### src/rtl/skinny_sbox_layer_ctrl_if.sv
// Bus bundle between the Skinny-64 S-box layer controller, the round-state logic,
// the PRNG and the shared masked S-box instance.
interface skinny_sbox_layer_ctrl_if #(
    parameter int NIBBLES = 16,
    parameter int RND_W   = 21
);
    logic                   in_valid;
    logic                   in_ready;
    logic [4*NIBBLES-1:0]   in_s0;
    logic [4*NIBBLES-1:0]   in_s1;
    logic                   out_valid;
    logic                   out_ready;
    logic [4*NIBBLES-1:0]   out_s0;
    logic [4*NIBBLES-1:0]   out_s1;
    logic [RND_W-1:0]       rnd_in;
    logic                   rnd_valid;
    logic                   rnd_req;
    logic                   err;
    logic [3:0]             sbox_x_s0;
    logic [3:0]             sbox_x_s1;
    logic [RND_W-1:0]       sbox_fresh;
    logic [3:0]             sbox_y_s0;
    logic [3:0]             sbox_y_s1;

    modport master (
        input  in_valid, in_s0, in_s1, out_ready, rnd_in, rnd_valid, sbox_y_s0, sbox_y_s1,
        output in_ready, out_valid, out_s0, out_s1, rnd_req, err, sbox_x_s0, sbox_x_s1, sbox_fresh
    );

    modport slave (
        output in_valid, in_s0, in_s1, out_ready, rnd_in, rnd_valid, sbox_y_s0, sbox_y_s1,
        input  in_ready, out_valid, out_s0, out_s1, rnd_req, err, sbox_x_s0, sbox_x_s1, sbox_fresh
    );
endinterface

### src/rtl/skinny_sbox_layer_ctrl.sv
// Serialises one two-share Skinny-64 state through a shared free-running masked S-box,
// one nibble per cycle, and reassembles the shared result behind a valid/ready handshake.
module skinny_sbox_layer_ctrl #(
    parameter int LATENCY = 9,
    parameter int NIBBLES = 16,
    parameter int RND_W   = 21
) (
    input  logic                      clk,
    input  logic                      rst_n,
    skinny_sbox_layer_ctrl_if.master  bus
);

    localparam int W  = 4 * NIBBLES;
    localparam int FW = $clog2(LATENCY + 1);

    localparam logic [2:0] ST_IDLE  = 3'd0;
    localparam logic [2:0] ST_FEED  = 3'd1;
    localparam logic [2:0] ST_DRAIN = 3'd2;
    localparam logic [2:0] ST_DONE  = 3'd3;
    localparam logic [2:0] ST_FLUSH = 3'd4;

    localparam logic [4:0]    LAST_NIB   = 5'(NIBBLES);
    localparam logic [4:0]    LAST_CAP   = 5'(NIBBLES - 1);
    localparam logic [FW-1:0] FLUSH_LAST = FW'(LATENCY - 1);

    logic [2:0]         state;
    logic [W-1:0]       feed_s0;
    logic [W-1:0]       feed_s1;
    logic [W-1:0]       res_s0;
    logic [W-1:0]       res_s1;
    logic [3:0]         x_s0;
    logic [3:0]         x_s1;
    logic               issue_valid;
    logic [LATENCY-1:0] tag_pipe;
    logic [4:0]         issue_cnt;
    logic [4:0]         cap_cnt;
    logic [FW-1:0]      flush_cnt;
    logic               err_q;

    logic busy;
    logic starve;
    logic capture;

    assign busy    = (state == ST_FEED) || (state == ST_DRAIN);
    assign starve  = busy && !bus.rnd_valid;
    assign capture = busy && tag_pipe[LATENCY-1];

    // The tag pipe mirrors the S-box register depth; its exit marks a valid result nibble.
    always_ff @(posedge clk or negedge rst_n) begin
        if (!rst_n) begin
            state       <= ST_IDLE;
            feed_s0     <= '0;
            feed_s1     <= '0;
            res_s0      <= '0;
            res_s1      <= '0;
            x_s0        <= '0;
            x_s1        <= '0;
            issue_valid <= 1'b0;
            tag_pipe    <= '0;
            issue_cnt   <= '0;
            cap_cnt     <= '0;
            flush_cnt   <= '0;
            err_q       <= 1'b0;
        end else begin
            if (starve) begin
                tag_pipe <= '0;
            end else begin
                tag_pipe <= {tag_pipe[LATENCY-2:0], issue_valid};
            end

            if (capture && !starve) begin
                res_s0  <= {bus.sbox_y_s0, res_s0[W-1:4]};
                res_s1  <= {bus.sbox_y_s1, res_s1[W-1:4]};
                cap_cnt <= cap_cnt + 5'd1;
            end

            case (state)
                ST_IDLE: begin
                    if (bus.in_valid) begin
                        x_s0        <= bus.in_s0[3:0];
                        x_s1        <= bus.in_s1[3:0];
                        feed_s0     <= bus.in_s0 >> 4;
                        feed_s1     <= bus.in_s1 >> 4;
                        issue_valid <= 1'b1;
                        issue_cnt   <= 5'd1;
                        cap_cnt     <= '0;
                        err_q       <= 1'b0;
                        state       <= ST_FEED;
                    end
                end
                ST_FEED: begin
                    if (starve) begin
                        x_s0        <= '0;
                        x_s1        <= '0;
                        issue_valid <= 1'b0;
                        flush_cnt   <= '0;
                        err_q       <= 1'b1;
                        state       <= ST_FLUSH;
                    end else if (issue_cnt == LAST_NIB) begin
                        x_s0        <= '0;
                        x_s1        <= '0;
                        issue_valid <= 1'b0;
                        state       <= ST_DRAIN;
                    end else begin
                        x_s0      <= feed_s0[3:0];
                        x_s1      <= feed_s1[3:0];
                        feed_s0   <= feed_s0 >> 4;
                        feed_s1   <= feed_s1 >> 4;
                        issue_cnt <= issue_cnt + 5'd1;
                    end
                end
                ST_DRAIN: begin
                    if (starve) begin
                        flush_cnt <= '0;
                        err_q     <= 1'b1;
                        state     <= ST_FLUSH;
                    end else if (capture && cap_cnt == LAST_CAP) begin
                        state <= ST_DONE;
                    end
                end
                ST_DONE: begin
                    if (bus.out_ready) begin
                        state <= ST_IDLE;
                    end
                end
                ST_FLUSH: begin
                    // Let every stale share drain out of the S-box before a new layer may start.
                    if (flush_cnt == FLUSH_LAST) begin
                        state <= ST_IDLE;
                    end else begin
                        flush_cnt <= flush_cnt + 1'b1;
                    end
                end
                default: begin
                    state <= ST_IDLE;
                end
            endcase
        end
    end

    assign bus.in_ready   = (state == ST_IDLE);
    assign bus.out_valid  = (state == ST_DONE);
    assign bus.out_s0     = res_s0;
    assign bus.out_s1     = res_s1;
    assign bus.rnd_req    = busy || (state == ST_FLUSH) || issue_valid || (|tag_pipe);
    assign bus.err        = err_q;
    assign bus.sbox_x_s0  = x_s0;
    assign bus.sbox_x_s1  = x_s1;
    assign bus.sbox_fresh = bus.rnd_in;

endmodule
### src/flat_wrapper.sv
// flat-port wrapper written by rule: the top's interface ports become plain ports
module skinny_sbox_layer_ctrl_flat 
#(
    parameter int LATENCY = 9,
    parameter int NIBBLES = 16,
    parameter int RND_W   = 21
)
  (clk, rst_n, bus_in_valid, bus_in_s0, bus_in_s1, bus_out_ready, bus_rnd_in, bus_rnd_valid, bus_sbox_y_s0, bus_sbox_y_s1, bus_in_ready, bus_out_valid, bus_out_s0, bus_out_s1, bus_rnd_req, bus_err, bus_sbox_x_s0, bus_sbox_x_s1, bus_sbox_fresh);
  skinny_sbox_layer_ctrl_if #(.NIBBLES(NIBBLES), .RND_W(RND_W)) bus_i ();
  input  logic clk;
  input  logic rst_n;
  input wire logic [$bits(bus_i.in_valid)-1:0] bus_in_valid;
  input wire logic [$bits(bus_i.in_s0)-1:0] bus_in_s0;
  input wire logic [$bits(bus_i.in_s1)-1:0] bus_in_s1;
  input wire logic [$bits(bus_i.out_ready)-1:0] bus_out_ready;
  input wire logic [$bits(bus_i.rnd_in)-1:0] bus_rnd_in;
  input wire logic [$bits(bus_i.rnd_valid)-1:0] bus_rnd_valid;
  input wire logic [$bits(bus_i.sbox_y_s0)-1:0] bus_sbox_y_s0;
  input wire logic [$bits(bus_i.sbox_y_s1)-1:0] bus_sbox_y_s1;
  output wire logic [$bits(bus_i.in_ready)-1:0] bus_in_ready;
  output wire logic [$bits(bus_i.out_valid)-1:0] bus_out_valid;
  output wire logic [$bits(bus_i.out_s0)-1:0] bus_out_s0;
  output wire logic [$bits(bus_i.out_s1)-1:0] bus_out_s1;
  output wire logic [$bits(bus_i.rnd_req)-1:0] bus_rnd_req;
  output wire logic [$bits(bus_i.err)-1:0] bus_err;
  output wire logic [$bits(bus_i.sbox_x_s0)-1:0] bus_sbox_x_s0;
  output wire logic [$bits(bus_i.sbox_x_s1)-1:0] bus_sbox_x_s1;
  output wire logic [$bits(bus_i.sbox_fresh)-1:0] bus_sbox_fresh;
  assign bus_i.in_valid = bus_in_valid;
  assign bus_i.in_s0 = bus_in_s0;
  assign bus_i.in_s1 = bus_in_s1;
  assign bus_i.out_ready = bus_out_ready;
  assign bus_i.rnd_in = bus_rnd_in;
  assign bus_i.rnd_valid = bus_rnd_valid;
  assign bus_i.sbox_y_s0 = bus_sbox_y_s0;
  assign bus_i.sbox_y_s1 = bus_sbox_y_s1;
  assign bus_in_ready = bus_i.in_ready;
  assign bus_out_valid = bus_i.out_valid;
  assign bus_out_s0 = bus_i.out_s0;
  assign bus_out_s1 = bus_i.out_s1;
  assign bus_rnd_req = bus_i.rnd_req;
  assign bus_err = bus_i.err;
  assign bus_sbox_x_s0 = bus_i.sbox_x_s0;
  assign bus_sbox_x_s1 = bus_i.sbox_x_s1;
  assign bus_sbox_fresh = bus_i.sbox_fresh;
  skinny_sbox_layer_ctrl #(.LATENCY(LATENCY), .NIBBLES(NIBBLES), .RND_W(RND_W)) u_core (.clk(clk), .rst_n(rst_n), .bus(bus_i));
endmodule
### config.mk
export PLATFORM = sky130hd
export DESIGN_NAME = skinny_sbox_layer_ctrl_flat
export DESIGN_NICKNAME = d
export VERILOG_FILES = /design/src/rtl/skinny_sbox_layer_ctrl_if.sv /design/src/rtl/skinny_sbox_layer_ctrl.sv /design/src/flat_wrapper.sv
export SDC_FILE = /design/constraint.sdc
export NUM_CORES = 1
export LEC_CHECK = 0
export BUFFER_PORTS_ARGS = -buffer_cell sky130_fd_sc_hd__buf_4
export CORE_MARGIN = 4
export CORE_UTILIZATION = 25
export DETAILED_ROUTE_END_ITERATION = 12
export SETUP_SLACK_MARGIN = 0.05
export SLEW_MARGIN = 25
export SYNTH_ARGS = -nofsm -noshare
export SYNTH_HDL_FRONTEND = slang
export SYNTH_SLANG_ARGS = --single-unit
### constraint.sdc
create_clock -name clk -period 2.06 [get_ports clk]
set_input_delay 0.206 -clock clk [delete_from_list [all_inputs] [get_ports clk]]
set_output_delay 0.206 -clock clk [all_outputs]
set_load 0.1 [all_outputs]
Word-level counts from Yosys, hierarchy flattened
Index checks and enable logic that the tools add are counted.
{"block": "word_totals", "register_bits": 292, "input_bits": 162, "word_cells": 96}
{"block": "op_classes", "mux": 42, "n_eq_ne": 16, "reduce_logical": 22, "addsub": 3}
{"operator": "$mux W64", "count": 6}
{"operator": "$pmux W64 S2", "count": 2}
{"operator": "$mux W4", "count": 8}
{"operator": "$mux W5", "count": 6}
{"operator": "$pmux W4 S2", "count": 3}
{"operator": "$mux W3", "count": 7}
{"operator": "$pmux W3 S5", "count": 1}
{"operator": "$add A5 B1 Y5 const B", "count": 2}
{"operator": "$ne A2 B2 Y1 const B", "count": 5}
{"operator": "$pmux W5 S2", "count": 1}
{"operator": "$mux W9", "count": 1}
{"operator": "$reduce_and A3 Y1", "count": 3}
{"operator": "$reduce_or A9 Y1", "count": 1}
{"operator": "$eq A3 B2 Y1 const B", "count": 2}
{"operator": "$ne A3 B2 Y1 const B", "count": 2}
{"operator": "$reduce_bool A2 Y1", "count": 3}
{"operator": "$eq A5 B4 Y1 const B", "count": 1}
{"operator": "$eq A5 B5 Y1 const B", "count": 1}
{"operator": "$mux W1", "count": 5}
{"operator": "$reduce_and A5 Y1", "count": 1}
{"operator": "$add A4 B1 Y4 const B", "count": 1}
{"operator": "$eq A4 B4 Y1 const B", "count": 1}
{"operator": "$logic_and A1 B1 Y1", "count": 4}
{"operator": "$logic_or A1 B1 Y1", "count": 4}
{"operator": "other kinds (9)", "count": 12}

Depth between registers and ports, before layout
{"block": "depth", "depth_word": 8, "ltp_mapped": 8, "depth_no_buf": 5}

Worst setup path before layout
OpenSTA, ideal clock, no wires.
{"block": "synth_path", "path_kind": "register to output", "start": "register u_core.state[1]", "end": "output bus_out_valid", "path_stages_with_launch": 4, "arrival_time_ps": 2978, "slack_ps": -1124, "path_cell_list": "dfrtp_1 -> buf_2 -> inv_1 -> nor3b_1"}
{"block": "synth_between", "elab_chain_cells": 1}
{"element": "start: declaration", "line": "skinny_sbox_layer_ctrl.sv:26", "text": "logic [2:0] state;"}
{"element": "start signal: assignment", "line": "skinny_sbox_layer_ctrl.sv:51", "text": "state <= ST_IDLE;"}
{"element": "start signal: assignment", "line": "skinny_sbox_layer_ctrl.sv:88", "text": "state <= ST_FEED;"}
{"element": "start signal: assignment", "line": "skinny_sbox_layer_ctrl.sv:98", "text": "state <= ST_FLUSH;"}
{"element": "$eq A3 B2 Y1", "line": "skinny_sbox_layer_ctrl.sv:142", "text": "assign bus.out_valid = (state == ST_DONE);"}
{"element": "end: declaration", "line": "flat_wrapper.sv:21", "text": "output wire logic [$bits(bus_i.out_valid)-1:0] bus_out_valid;"}
No other way between the ends.

Worst setup path after layout
{"block": "layout_path", "start": "register u_core.tag_pipe[5]", "end": "output bus_rnd_req"}
{"block": "layout_between", "elab_chain_cells": 2}
{"element": "start: declaration", "line": "skinny_sbox_layer_ctrl.sv:34", "text": "logic [LATENCY-1:0] tag_pipe;"}
{"element": "start signal: assignment", "line": "skinny_sbox_layer_ctrl.sv:68", "text": "tag_pipe <= {tag_pipe[LATENCY-2:0], issue_valid};"}
{"element": "$reduce_or A9 Y1", "line": "skinny_sbox_layer_ctrl.sv:145", "text": "assign bus.rnd_req = busy || (state == ST_FLUSH) || issue_valid || (|tag_pipe);"}
{"element": "$logic_or A1 B1 Y1", "line": "skinny_sbox_layer_ctrl.sv:145"}
{"element": "end: declaration", "line": "flat_wrapper.sv:24", "text": "output wire logic [$bits(bus_i.rnd_req)-1:0] bus_rnd_req;"}
No other way between the ends.

==> impl_metrics.csv <==
group,metric,value,unit
power,internal_power,14.1,mW
grt,grtUsageMet3,0.0374,
clock_network,htreeDepth,2,
run_status,violations,"negative setup slack",
timing,timing.slew.headroom,0.596,
power,switchingPower,8.48,mW
place,io_buffers,280,
worst_hold_path,hold_depth,3,
drt,wl,32800,um
timing,hold_violations,0,
floorplanning,start_util,0.253,
power,peakVddDrop,0.000950,V
grt,antenna_found_initial,0,
power,leakage,7.65,nW
critical_path,cp_top_family,"simple AND/OR/NAND/NOR gates",
synth,async_flop_share,1.00,
synth,synth-edff-count,0,
critical_path,regToRegSetupSlack,0.11,ns
layout,antennaDiodeCount,0,
synth,ys_seq_area_frac,0.587,
critical_path,reg2reg_from,"u_core.issue_cnt[0]$_DFFE_PN0P_",
synth,synthTopCellsByArea,"dfrtp_1, o221a_2, mux2_2",
clock_network,cts.path.max_buffers,3,
power,p_per_area,1370,nW/um^2
floorplanning,num_rows,80,
place,dp.cells,1712,
floorplanning,ios,323,
worst_hold_path,hp-start,"bus_in_s1[23]",
critical_path,worstPathMaxFanout,2,
place,place.gp.congestion,0.760,
synth,syn_area_per_cell,14.2,sq um
synth,synth_nets,1020,
power,power_frac_clock,0.257,
clock_network,clock-sinks,284,
grt,grt_max_degree,67,
floorplanning,core_area,47800,sq um
critical_path,critPathKind,"reg -> out",
synth,synth_seq_cells,284,
power,sequentialPowerShare,0.375,
timing,rsz0062_at_grt,"yes",
timing,finalClockSkew,0.0178,ns
grt,grt_busiest_layer,"met2",
drt,num_vias,8291,
critical_path,crit_path_cell_trace,"nor4_2 -> nand3_1 -> or3_4 -> buf_12",
timing,worstMarginPinSlew,0.606,ns
drt,vias_per_cell,4.57,
critical_path,ff2ff_path_depth,7,
layout,multi_input_area,4420,sq um
critical_path,critical_path_required,1.85,ns
timing,fin_crit_sh,1.01,
timing,min_period,2.08,ns
place,dp_hpwl,23500,um
floorplanning,die_x,228,um
critical_path,cp-end-kind,"primary output",
layout,drive_gt1_frac,0.502,
critical_path,path_buf_inv,1,
grt,met2_usage,0.191,
grt,gr-usage-met1,0.171,
synth,syn_inst,852,
power,total_power,22.6,mW
critical_path,crit_path_max_incr_delay,0.39,ns
drt,routedWlPerCell,18.1,um
clock_network,cts-buffers-inserted,34,
grt,grt_first_pass_wirelength,52100,um
worst_hold_path,hold_class,"in -> reg",
drt,drtPass1Iterations,4,
timing,fmax,0.480,GHz
synth,ys.flop_type,"dfrtp_1",
clock_network,clk_pin_slew,0.06,ns
worst_hold_path,hold_end,"u_core.feed_s1[19]$_DFFE_PN0P_",
synth,synth.top_cells.by_count,"dfrtp_1, nand2b_1, o221a_2",
clock_network,cts_root_buffer,"clkbuf_16",
timing,setup_viol,1,
timing,setup_ws,-0.0241,ns
drt,drt_iter0_drc,495,
critical_path,worst_setup_path_start_kind,"flip-flop",
floorplanning,die-area,52000,sq um
drt,route.detailed.drc,0,
drt,antenna_left,0,
critical_path,arrival,1.88,ns
timing,drv_slew,0,
synth,ys_types,53,
critical_path,cpMaxStageDelayCell,"dfrtp_1",
power,p_sw_frac,0.375,
critical_path,reg2reg_to,"u_core.state[0]$_DFFE_PN0P_",
clock_network,tritoncts,"built",
power,combPwrFrac,0.368,
layout,final_cells,1816,
synth,synth.most_common_cell,"dfrtp_1",
synth,yosys.area.top_type_share,0.587,
synth,yosys.area.top_type,"dfrtp_1",
grt,grt_overflow_total,0,
layout,nets,1347,
grt,grt_use_total,0.123,
place,dp_slack,0.0958,ns
layout,syn_to_final_growth,36.4,%
floorplanning,die_y,228,um
run_status,status,"finished, violations left",
grt,grt_pass1_vias,8840,
timing,setup-tns-final,-0.0241,ns
flow_run,cap_violations,0,
synth,yosysWarnings,0,
layout,seq_area,7110,sq um
layout,num-fill-cells,4636,
clock_network,clk_latency,0.52,ns
synth,netlist_area,12100,sq um
-- tightest hold or removal path, stage by stage --
cell	delay, ns
buf_4	0.07
nand2b_1	0.09
o221a_2	0.16
-- power groups by stage --
stage	clock network (mW)	logic [mW]	registers, mW
6_report	5.81	8.31	8.49
5_1_grt	6.31	8.90	8.69
4_1_cts	6.07	8.33	8.49
3_5_place_dp	0	8.18	8.56
3_3_place_gp	0	8.00	8.57
2_1_floorplan	0	4.23	10.4
-- worst max-delay path by stage --
stage               slack, ns                         start                        endpoint  depth (start not counted)
floorplan                0.08   u_core.state[1]$_DFFE_PN0P_                     bus_rnd_req                          3
global placement         0.12   u_core.state[0]$_DFFE_PN0P_  u_core.feed_s0[38]$_DFFE_PN0P_                          5
detailed placement        0.1   u_core.state[0]$_DFFE_PN0P_  u_core.feed_s0[50]$_DFFE_PN0P_                          5
CTS                     -0.06  u_core.tag_pipe[2]$_DFF_PN0_                     bus_rnd_req                          4
global route            -0.13  u_core.tag_pipe[5]$_DFF_PN0_                     bus_rnd_req                          4
finish                  -0.02  u_core.tag_pipe[5]$_DFF_PN0_                     bus_rnd_req                          4
-- what timing repair did --
| action | 4_1_cts | 5_1_grt |
|---|---|---|
| hold endpoints to repair | 82 | 0 |
| hold buffers | 37 | 0 |
| pin swaps | 4 | 2 |
| gates cloned | 0 | 0 |
| endpoints found under the setup margin | 3 | 185 |
| gates resized for setup | 10 | 6 |
| setup buffers | 3 | 6 |
-- cells by family (layout without fill, tap and decap cells) --
kind of cell / count (synthesis) / after routing / synth area share
mux: 142 / 142 / 0.131
xor+xnor: 3 / 3 / 0.00279
flops: 284 / 284 / 0.587
compound gates: 152 / 152 / 0.128
fa+ha+maj: 6 / 6 / 0.00620
simple gates: 175 / 175 / 0.0921
buf+inv: 90 / 439 / 0.0536
-- flip-flops by register name, indices dropped and copies added (netlist names), 3 cells and up --
signal and count:
u_core.issue_cnt 5, u_core.bus.out_s1 64, u_core.flush_cnt 4, u_core.feed_s1 60, u_core.bus.sbox_x_s0 4, u_core.state 3
u_core.cap_cnt 5, u_core.bus.out_s0 64, u_core.bus.sbox_x_s1 4, u_core.feed_s0 60, u_core.tag_pipe 9
-- through the flow --
step / util / hold WS, ns / cell area [sq um]
floorplan: - / -0.0896 / 12100
global placement: 0.312 / 0.174 / 14900
detailed placement: 0.312 / 0.174 / 14900
CTS: 0.344 / 0.0000748 / 16400
global route: 0.345 / 0.0115 / 16500
finish: 0.345 / 0.0393 / 16500
-- final cells by class --
type,count,share of cell area
Timing Repair Buffer,372,0.188
Tap cell,615,0.0466
Multi-Input combinational cell,478,0.268
Clock inverter,16,0.00917
Inverter,9,0.00205
Clock buffer,42,0.0564
Sequential cell,284,0.430
-- per-layer routing --
metal,up-vias,part of all wire
met5,-,0
met4,0,0.016
met3,41,0.068
met2,301,0.45
met1,4158,0.47
li1,3791,-
-- layout by cell type (no fill, tap or decap), drive strengths merged, types with 2 or more instances in the layout --
cell type,instances
nand4,3
nand2,14
ha,6
nand4bb,2
o21ai,4
nand2b,100
clkinv,8
dlygate4sd3,37
nor3b,2
nor4,2
inv,11
or2b,14
or2,2
mux2i,14
o21a,2
clkinvlp,4
nand3,7
dfrtp,284
a21oi,7
nand3b,3
buf,335
and2,9
mux2,128
o22ai,10
o31ai,2
or3,3
xnor2,2
a22o,9
and3b,2
o221a,112
clkbuf,42
bufinv,2
nor2,5
(Power assumes the default switching activity.)
